[config.mk]
export PLATFORM = sky130hd
export DESIGN_NAME = etapa_mem_hs
export DESIGN_NICKNAME = d
export VERILOG_FILES = /design/src/rtl/mem_pkg.sv /design/src/rtl/mem_lane_fmt.sv /design/src/rtl/etapa_mem_hs.sv
export SDC_FILE = /design/constraint.sdc
export NUM_CORES = 1
export LEC_CHECK = 0
export BUFFER_PORTS_ARGS = -buffer_cell sky130_fd_sc_hd__buf_2
export CAP_MARGIN = 25
export CORE_MARGIN = 4
export CORE_UTILIZATION = 46
export CTS_CLUSTER_DIAMETER = 50
export DETAILED_ROUTE_END_ITERATION = 8
export PLACE_DENSITY = 0.76
export SKIP_LAST_GASP = 1
export SYNTH_ARGS = -nofsm -noshare
export SYNTH_HDL_FRONTEND = slang
export SYNTH_HIERARCHICAL = 1
export SYNTH_SLANG_ARGS = --single-unit
[constraint.sdc]
create_clock -name i_clk -period 2.7 [get_ports i_clk]
set_input_delay 0.405 -clock i_clk [delete_from_list [all_inputs] [get_ports i_clk]]
set_output_delay 0.405 -clock i_clk [all_outputs]
set_load 0.02 [all_outputs]
[src/rtl/mem_pkg.sv]
// Shared encodings for the MEM stage: access sizes and the bus FSM states.
package mem_pkg;

   localparam logic [1:0] BYTE      = 2'b00;
   localparam logic [1:0] HALF_WORD = 2'b01;
   localparam logic [1:0] WORD      = 2'b11;

   typedef enum logic {
      IDLE = 1'b0,
      REQ  = 1'b1
   } state_t;

endpackage

[src/rtl/mem_lane_fmt.sv]
// Byte-lane formatting: store replication/enables, load lane extraction and extension.
module mem_lane_fmt
   import mem_pkg::*;
(
   input  logic [1:0]  i_size,
   input  logic [1:0]  i_off,
   input  logic        i_unsigned,
   input  logic [31:0] i_store_data,
   input  logic [31:0] i_load_word,
   output logic [31:0] o_wdata,
   output logic [3:0]  o_be,
   output logic [31:0] o_load_data,
   output logic        o_misaligned
);

   logic [7:0]  lane_b;
   logic [15:0] lane_h;

   always_comb begin
      lane_b = i_load_word[{i_off, 3'b000} +: 8];
      lane_h = i_load_word[{i_off[1], 4'b0000} +: 16];
      // size 2'b10 falls into the word branches on purpose
      o_misaligned = ((i_size == HALF_WORD) & i_off[0]) | (i_size[1] & (i_off != 2'b00));
      case (i_size)
         BYTE: begin
            o_wdata     = {4{i_store_data[7:0]}};
            o_be        = 4'b0001 << i_off;
            o_load_data = i_unsigned ? {24'h0, lane_b} : {{24{lane_b[7]}}, lane_b};
         end
         HALF_WORD: begin
            o_wdata     = {2{i_store_data[15:0]}};
            o_be        = 4'b0011 << i_off;
            o_load_data = i_unsigned ? {16'h0, lane_h} : {{16{lane_h[15]}}, lane_h};
         end
         default: begin
            o_wdata     = i_store_data;
            o_be        = 4'b1111;
            o_load_data = i_load_word;
         end
      endcase
   end

endmodule

[src/rtl/etapa_mem_hs.sv]
// MIPS MEM stage with a req/ack data-memory bus, fault flags and a hazard stall.
module etapa_mem_hs
   import mem_pkg::*;
#(
   parameter int ADDR_WIDTH     = 12,
   parameter int REG_ADDR_WIDTH = 5,
   parameter int MAX_WAIT       = 255,
   parameter int WAIT_CNT_WIDTH = 8
)(
   input  logic                      i_clk,
   input  logic                      i_reset_n,
   input  logic                      i_valid,
   input  logic [REG_ADDR_WIDTH-1:0] i_write_reg,
   input  logic [31:0]               i_data_to_write_in_MEM,
   input  logic [31:0]               i_ALU_result,
   input  logic                      i_WB_write,
   input  logic                      i_WB_mem_to_reg,
   input  logic                      i_MEM_read,
   input  logic                      i_MEM_write,
   input  logic                      i_MEM_unsigned,
   input  logic [1:0]                i_MEM_byte_half_word,
   output logic                      o_stall,
   output logic                      o_valid,
   output logic                      o_WB_write,
   output logic                      o_WB_mem_to_reg,
   output logic [31:0]               o_ALU_result,
   output logic [31:0]               o_read_data,
   output logic [REG_ADDR_WIDTH-1:0] o_write_reg,
   output logic                      o_misaligned,
   output logic                      o_bus_timeout,
   output logic                      o_mem_req,
   output logic                      o_mem_we,
   output logic [ADDR_WIDTH-1:0]     o_mem_addr,
   output logic [31:0]               o_mem_wdata,
   output logic [3:0]                o_mem_be,
   input  logic                      i_mem_ack,
   input  logic [31:0]               i_mem_rdata
);

   localparam logic [WAIT_CNT_WIDTH-1:0] CNT_LAST = WAIT_CNT_WIDTH'(MAX_WAIT - 1);

   state_t                    state_q, state_d;
   logic [WAIT_CNT_WIDTH-1:0] cnt_q, cnt_d;

   // instruction context captured when the bus request is launched
   logic [REG_ADDR_WIDTH-1:0] lat_wreg_q, lat_wreg_d;
   logic [31:0]               lat_alu_q, lat_alu_d;
   logic                      lat_wb_q, lat_wb_d;
   logic                      lat_m2r_q, lat_m2r_d;
   logic                      lat_load_q, lat_load_d;
   logic                      lat_uns_q, lat_uns_d;
   logic [1:0]                lat_size_q, lat_size_d;
   logic [1:0]                lat_off_q, lat_off_d;

   logic                      valid_q, valid_d;
   logic                      wb_q, wb_d;
   logic                      m2r_q, m2r_d;
   logic [31:0]               alu_q, alu_d;
   logic [31:0]               rdata_q, rdata_d;
   logic [REG_ADDR_WIDTH-1:0] wreg_q, wreg_d;
   logic                      mis_q, mis_d;
   logic                      tmo_q, tmo_d;
   logic                      req_q, req_d;
   logic                      we_q, we_d;
   logic [ADDR_WIDTH-1:0]     addr_q, addr_d;
   logic [31:0]               wdata_q, wdata_d;
   logic [3:0]                be_q, be_d;

   logic        memop, in_req;
   logic [1:0]  fmt_size, fmt_off;
   logic        fmt_uns, fmt_mis;
   logic [31:0] fmt_wdata, fmt_load;
   logic [3:0]  fmt_be;

   assign memop    = i_valid & (i_MEM_read | i_MEM_write);
   assign in_req   = (state_q == REQ);
   assign fmt_size = in_req ? lat_size_q : i_MEM_byte_half_word;
   assign fmt_off  = in_req ? lat_off_q  : i_ALU_result[1:0];
   assign fmt_uns  = in_req ? lat_uns_q  : i_MEM_unsigned;

   mem_lane_fmt u_fmt (
      .i_size       (fmt_size),
      .i_off        (fmt_off),
      .i_unsigned   (fmt_uns),
      .i_store_data (i_data_to_write_in_MEM),
      .i_load_word  (i_mem_rdata),
      .o_wdata      (fmt_wdata),
      .o_be         (fmt_be),
      .o_load_data  (fmt_load),
      .o_misaligned (fmt_mis)
   );

   always_comb begin
      state_d    = state_q;
      cnt_d      = cnt_q;
      o_stall    = 1'b0;
      lat_wreg_d = lat_wreg_q;
      lat_alu_d  = lat_alu_q;
      lat_wb_d   = lat_wb_q;
      lat_m2r_d  = lat_m2r_q;
      lat_load_d = lat_load_q;
      lat_uns_d  = lat_uns_q;
      lat_size_d = lat_size_q;
      lat_off_d  = lat_off_q;
      valid_d    = 1'b0;
      wb_d       = 1'b0;
      m2r_d      = m2r_q;
      alu_d      = alu_q;
      rdata_d    = 32'h0;
      wreg_d     = wreg_q;
      mis_d      = 1'b0;
      tmo_d      = 1'b0;
      req_d      = req_q;
      we_d       = we_q;
      addr_d     = addr_q;
      wdata_d    = wdata_q;
      be_d       = be_q;
      case (state_q)
         IDLE: begin
            if (memop & ~fmt_mis) begin
               o_stall    = 1'b1;
               state_d    = REQ;
               cnt_d      = '0;
               req_d      = 1'b1;
               we_d       = i_MEM_write;
               addr_d     = {i_ALU_result[ADDR_WIDTH-1:2], 2'b00};
               wdata_d    = fmt_wdata;
               be_d       = fmt_be;
               lat_wreg_d = i_write_reg;
               lat_alu_d  = i_ALU_result;
               lat_wb_d   = i_WB_write;
               lat_m2r_d  = i_WB_mem_to_reg;
               lat_load_d = i_MEM_read & ~i_MEM_write;
               lat_uns_d  = i_MEM_unsigned;
               lat_size_d = i_MEM_byte_half_word;
               lat_off_d  = i_ALU_result[1:0];
            end else begin
               valid_d = i_valid;
               wb_d    = i_valid & i_WB_write & ~memop;
               m2r_d   = i_WB_mem_to_reg;
               alu_d   = i_ALU_result;
               wreg_d  = i_write_reg;
               mis_d   = memop;
            end
         end
         REQ: begin
            o_stall = ~i_mem_ack & (cnt_q != CNT_LAST);
            if (i_mem_ack | (cnt_q == CNT_LAST)) begin
               // ack takes priority over a timeout landing in the same cycle
               state_d = IDLE;
               req_d   = 1'b0;
               valid_d = 1'b1;
               m2r_d   = lat_m2r_q;
               alu_d   = lat_alu_q;
               wreg_d  = lat_wreg_q;
               wb_d    = i_mem_ack & lat_wb_q;
               tmo_d   = ~i_mem_ack;
               rdata_d = (i_mem_ack & lat_load_q) ? fmt_load : 32'h0;
            end else begin
               cnt_d = cnt_q + 1'b1;
            end
         end
         default: state_d = IDLE;
      endcase
   end

   always_ff @(posedge i_clk) begin
      if (!i_reset_n) begin
         state_q    <= IDLE;
         cnt_q      <= '0;
         lat_wreg_q <= '0;
         lat_alu_q  <= '0;
         lat_wb_q   <= 1'b0;
         lat_m2r_q  <= 1'b0;
         lat_load_q <= 1'b0;
         lat_uns_q  <= 1'b0;
         lat_size_q <= '0;
         lat_off_q  <= '0;
         valid_q    <= 1'b0;
         wb_q       <= 1'b0;
         m2r_q      <= 1'b0;
         alu_q      <= '0;
         rdata_q    <= '0;
         wreg_q     <= '0;
         mis_q      <= 1'b0;
         tmo_q      <= 1'b0;
         req_q      <= 1'b0;
         we_q       <= 1'b0;
         addr_q     <= '0;
         wdata_q    <= '0;
         be_q       <= '0;
      end else begin
         state_q    <= state_d;
         cnt_q      <= cnt_d;
         lat_wreg_q <= lat_wreg_d;
         lat_alu_q  <= lat_alu_d;
         lat_wb_q   <= lat_wb_d;
         lat_m2r_q  <= lat_m2r_d;
         lat_load_q <= lat_load_d;
         lat_uns_q  <= lat_uns_d;
         lat_size_q <= lat_size_d;
         lat_off_q  <= lat_off_d;
         valid_q    <= valid_d;
         wb_q       <= wb_d;
         m2r_q      <= m2r_d;
         alu_q      <= alu_d;
         rdata_q    <= rdata_d;
         wreg_q     <= wreg_d;
         mis_q      <= mis_d;
         tmo_q      <= tmo_d;
         req_q      <= req_d;
         we_q       <= we_d;
         addr_q     <= addr_d;
         wdata_q    <= wdata_d;
         be_q       <= be_d;
      end
   end

   assign o_valid         = valid_q;
   assign o_WB_write      = wb_q;
   assign o_WB_mem_to_reg = m2r_q;
   assign o_ALU_result    = alu_q;
   assign o_read_data     = rdata_q;
   assign o_write_reg     = wreg_q;
   assign o_misaligned    = mis_q;
   assign o_bus_timeout   = tmo_q;
   assign o_mem_req       = req_q;
   assign o_mem_we        = we_q;
   assign o_mem_addr      = addr_q;
   assign o_mem_wdata     = wdata_q;
   assign o_mem_be        = be_q;

endmodule

### Word level (Yosys, flattened, before mapping)

Index checks and enable logic that the tools add are counted.

* register bits after elaboration: 176
* logic and storage cells: 96

* reduce and logical (&&, ||, !) cells: 9
* bitwise gates (word level): 19
* shift-type cells: 4
* muxes and demuxes: 33
* add/sub/neg operators: 1
* eq/ne operators: 7

Operators with widths (number)
* one-hot mux 32 bit (2 select lines): 3
* two-way mux 32 bit: 4
* variable part select 32 x 6 -> 16 bit: 1
* variable part select 32 x 6 -> 8 bit: 1
* two-way mux 8 bit: 2
* one-hot mux 8 bit (2 select lines): 1
* one-hot mux 1 bit (2 select lines): 6
* two-way mux 1 bit: 11
* AND 1 bit: 10
* two-way mux 5 bit: 2
* one-hot mux 5 bit (2 select lines): 1
* adder 8 x 1 -> 8 bit, second input constant: 1
* equality test 8 bit, second input constant: 1
* != test 8 bit, second input constant: 1
* one-hot mux 4 bit (2 select lines): 1
* AND reduction 2 bit: 4
* != test 2 bit, second input constant: 3
* NOT 1 bit: 6
* two-way mux 2 bit: 2
* AND reduction 4 bit: 1
* << shifter 1 x 2 -> 4 bit, first input constant: 1
* << shifter 2 x 2 -> 4 bit, first input constant: 1
* bitwise OR 1 bit: 3
* AND reduction 3 bit: 1
* 5 further kinds: 5

### Depth between registers and ports, before layout

* depth after elaboration: 8
* gate-level depth with buffers: 13
* mapped depth without buffers: 7

### By module

Netlist, hierarchy kept.

By module, submodules not included
* etapa_mem_hs: seq. area each 3283.1 um^2, cells an instance 682, area an instance 6169.7 um^2, instances 1
* mem_lane_fmt: seq. area each 0.0 um^2, cells an instance 166, area an instance 1151.1 um^2, instances 1

### Worst setup path before layout

No wires, ideal clock.

* path kind: register to output
* from: register state_q (netlist: in_req)
* to: output o_stall
* required time: 2295 ps
* slack: -286 ps
* buffers on the path: 6
* data arrival time: 2581 ps
* stages on the path, launching flop included: 13
* cells stage by stage: dfxtp_1 buf_2 clkbuf_1 mux2_2 buf_2 buf_2 buf_2 o21ai_0 nand2_1 or3_4 and2_4 buf_6 inv_2

* longest elaborated chain between the ends: 8
* elaborated cells on any way between the ends: 12
* classes of those cells: eq/ne: 1; mux: 4; bitwise: 6; reduce/logical: 1

Ends and longest elaborated chain
* start, declared: RTL line etapa_mem_hs.sv:42 `state_t state_q, state_d;`
* start signal, assigned: RTL line etapa_mem_hs.sv:193 `state_q <= state_d;`
* two-way mux 2 bit *: RTL line etapa_mem_hs.sv:77 `assign fmt_size = in_req ? lat_size_q : i_MEM_byte_half_word;`
* net fmt_size[1]: RTL line etapa_mem_hs.sv:70 `logic [1:0] fmt_size, fmt_off;`
* equality test 2 x 1 -> 1 bit: RTL line mem_lane_fmt.sv:23 `o_misaligned = ((i_size == HALF_WORD) & i_off[0]) | (i_size[1] & (i_off != 2'b00));`
* AND 1 bit: RTL line mem_lane_fmt.sv:23
* bitwise OR 1 bit *: RTL line mem_lane_fmt.sv:23
* net fmt_mis: RTL line etapa_mem_hs.sv:71 `logic fmt_uns, fmt_mis;`
* NOT 1 bit *: RTL line etapa_mem_hs.sv:120 `if (memop & ~fmt_mis) begin`
* AND 1 bit *: RTL line etapa_mem_hs.sv:120
* two-way mux 1 bit *: RTL line etapa_mem_hs.sv:120
* one-hot mux 1 bit (2 select lines) *: RTL line etapa_mem_hs.sv:118 `case (state_q)`
* end, declared: RTL line etapa_mem_hs.sv:22 `output logic o_stall,`

The timed path passes the listed nets; every way through them passes the cells marked *.

### Worst setup path in the final report

* from: register state_q (netlist: in_req)
* to: output o_stall

* longest elaborated chain between the ends: 8
* elaborated cells on any way between the ends: 12
* classes of those cells: eq/ne: 1; mux: 4; bitwise: 6; reduce/logical: 1

Ends and longest elaborated chain (RTL line)
* two-way mux 2 bit, on equally long branches: etapa_mem_hs.sv:77, etapa_mem_hs.sv:78
* equality test 2 x 1 -> 1 bit or nonzero test 2 bit (tied branches): mem_lane_fmt.sv:23
* AND 1 bit: mem_lane_fmt.sv:23
* bitwise OR 1 bit *: mem_lane_fmt.sv:23
* net fmt_mis: etapa_mem_hs.sv:71
* NOT 1 bit *: etapa_mem_hs.sv:120
* AND 1 bit *: etapa_mem_hs.sv:120
* two-way mux 1 bit *: etapa_mem_hs.sv:120
* one-hot mux 1 bit (2 select lines) *: etapa_mem_hs.sv:118

Marked as above.

==> run_results.csv <==
group,metric,value,unit
sta,maxSlewViolCount,0,
global_route,grt_remaining_overflow,0,
sta,fmax,0.380,GHz
power_and_ir_drop,comb_power_share,17.9,%
synth,syn_area_per_cell,8.63,um2
synth,synthCells,848,
sta,hold_viol,0,
global_route,antenna_found_initial,1,
cells_and_area,layout_common_cells,"233 x buf_2, 203 x nand2_1, 163 x dfxtp_1",
global_route,grt_pass1_wl,31200,um
outcome,status,"complete, no violations",
routing,drt-total-wl,19900,um
cells_and_area,num_antenna_cells,0,
synth,synth-edff-count,0,
sta,post-route-period-util,97.4,%
die,die-height,134,um
sta,worst_slack,70.7,ps
place,dp_hpwl,13400,um
synth,yosys_warnings,6,
routing,post-route-drc-count,0,
place,pre_cts_ws,146,ps
die,die-area,18000,um2
power_and_ir_drop,intPower,0.00441,W
sta,setup_viol,0,
die,rows,45,
setup_path,end_kind,"output pin",
cells_and_area,area_delta_synth_final,24.5,%
power_and_ir_drop,vdd_ir_drop_max,0.000429,V
routing,drtIter0Drc,502,
sta,finalSetupTns,0,ps
power_and_ir_drop,switchingPower,0.00186,W
clock_network,postCtsHoldBufs,0,
setup_path,arrival,2220,ps
sta,tightest_slew,778,ps
setup_path,path_max_fanout,9,
synth,ys_ff_latch,164,
clock_network,cts_max_level,4,
clock_network,cts_tree,"done",
clock_network,cts_made_buffers,17,
job,drv_cap,0,
synth,synth_top_area_share,44.8,%
sta,slew_headroom,48.1,%
global_route,grt_pass1_vias,6132,
die,initial_utilization,47.6,%
hold_path,hold_class,"in2reg",
synth,async_flop_share,0,%
cells_and_area,nets,1149,
die,placeableCoreArea,15400,um2
global_route,grt_use_total,21.4,%
setup_path,path_class,"reg2out",
synth,yosys-top-cells-area,"dfxtp_1 45%, nand2_1 10%, a21oi_1 8.1%",
global_route,grt_max_degree,75,
clock_network,clkTransAtPathRegs,70,ps
power_and_ir_drop,power_density,687,nW/um2
die,io_pins,237,
routing,vias,6553,
power_and_ir_drop,pwr-share-seq,42.2,%
synth,synth_top_cell_by_area,"dfxtp_1",
sta,skew,9.41,ps
cells_and_area,drive_above_1_share,32.3,%
clock_network,insertion_delay,430,ps
die,die_x,134,um
clock_network,cts-root-buf,"clkbuf_16",
routing,ant_nets,0,
synth,synth.distinct_cells,54,
clock_network,clockBufferDepth,2,
power_and_ir_drop,clock_power_share,39.9,%
place,port_buffers,234,
place,gp_congestion,0.839,
setup_path,worstPathRequired,2300,ps
clock_network,cts.sinks,164,
routing,vias_per_cell,5.20,
power_and_ir_drop,p_total,0.00627,W
synth,synthFlopType,"dfxtp_1",
power_and_ir_drop,swShare,29.6,%
power_and_ir_drop,leakage,4.02,nW
synth,synthesis.area,7320,um2
routing,firstDrtPassIters,6,
sta,period_needed,2630,ps
synth,yosysSeqAreaShare,44.8,%
setup_path,start_kind,"flop",
routing,wl_per_cell,15.8,um
cells_and_area,final_common_cell,"buf_2",
[Yosys cell counts (3+ instances only)]
master,instances
nand2_1,204
dfxtp_1,164
a21oi_1,118
mux2i_1,53
clkbuf_1,36
and2_1,32
a211oi_1,29
buf_2,25
mux2_2,23
buf_4,21
nand3_1,21
nor2_1,14
o21ai_0,13
a211oi_2,9
o21bai_1,6
inv_1,5
nand3b_1,5
o211ai_1,5
a221o_1,4
buf_6,4
nor3_1,4
o211ai_2,4
a31oi_1,3
nand2b_1,3
nand4_1,3
nor2b_1,3
o22ai_1,3
[critical path, cell delays in order (launching register included)]
cell and delay (ps):
dfxtp_4 380, mux2_2 350, buf_4 170, nand2_1 100, nand2_2 90, or3_4 350
and2_4 160, inv_6 60, buf_4 130
[timing repair]
item | 4_1_cts | 5_1_grt
buffers inserted | 4 | 0
endpoints found under the setup margin | 1 | 1
resized for setup | 1 | 2
pin swaps | 1 | 0
[final cells by class]
| type | count | area, um2 |
|---|---|---|
| Timing Repair Buffer | 254 | 1360 |
| Inverter | 6 | 30.0 |
| Tap cell | 211 | 264 |
| Multi-Input combinational cell | 592 | 3560 |
| Clock buffer | 17 | 425 |
| Fill cell | 1444 | 6250 |
| Clock inverter | 15 | 191 |
| Sequential cell | 164 | 3290 |
[power by group through the flow]
stage	sequential, W	clock, W	combinational, W
floorplan	0.00282	0	0.000650
global placement	0.00270	0	0.00109
detailed placement	0.00270	0	0.00111
CTS	0.00265	0.00255	0.00112
global route	0.00266	0.00266	0.00122
finish	0.00265	0.00250	0.00112
[metrics by stage]
step / util [%] / area (um2) / cells / hold WS (ps)
after CTS: 59.3 / 9110 / 1259 / 204
after detailed placement: 55.1 / 8460 / 1223 / 445
final: 59.3 / 9120 / 1259 / 219
after floorplan: - / 7350 / 849 / 432
after global placement: 55.1 / 8460 / 1223 / 439
after global routing: 59.3 / 9120 / 1259 / 212
[routing by layer]
metal / part of all wire (%) / vias up / global-route usage, % / wire length, um
met5: 0.065 / - / 0 / 13
met4: 2.1 / 2 / 7.98 / 427
met3: 6.0 / 34 / 5.59 / 1190
met2: 48 / 184 / 34.6 / 9580
met1: 44 / 3051 / 27.5 / 8710
li1: - / 3282 / - / -
[logic make-up (layout without fill, tap and decap cells)]
kind of cell / after synthesis / in the layout / synth area share [%]
xor gates and xnor gates: 1 / 1 / 0.120
DFF: 164 / 164 / 44.8
muxes: 78 / 78 / 11.4
and+or+nand+nor: 304 / 304 / 18.8
other: 1 / 2 / 0.0512
AOI/OAI and AO/OA: 205 / 205 / 17.6
adders and majority gates: 2 / 2 / 0.342
buffers and inverters: 93 / 292 / 6.84
[worst paths after layout]
path                                       start              end  slack [ps]  cells past startpoint
worst max-delay path                      in_req          o_stall          70                      8
worst min-delay path            i_ALU_result[23]    lat_alu_q[23]         220                      3
worst max register to register            in_req         cnt_q[1]         200                      9
worst min register to register   o_mem_wdata[24]  o_mem_wdata[24]         450                      2
(Power assumes the default switching activity.)
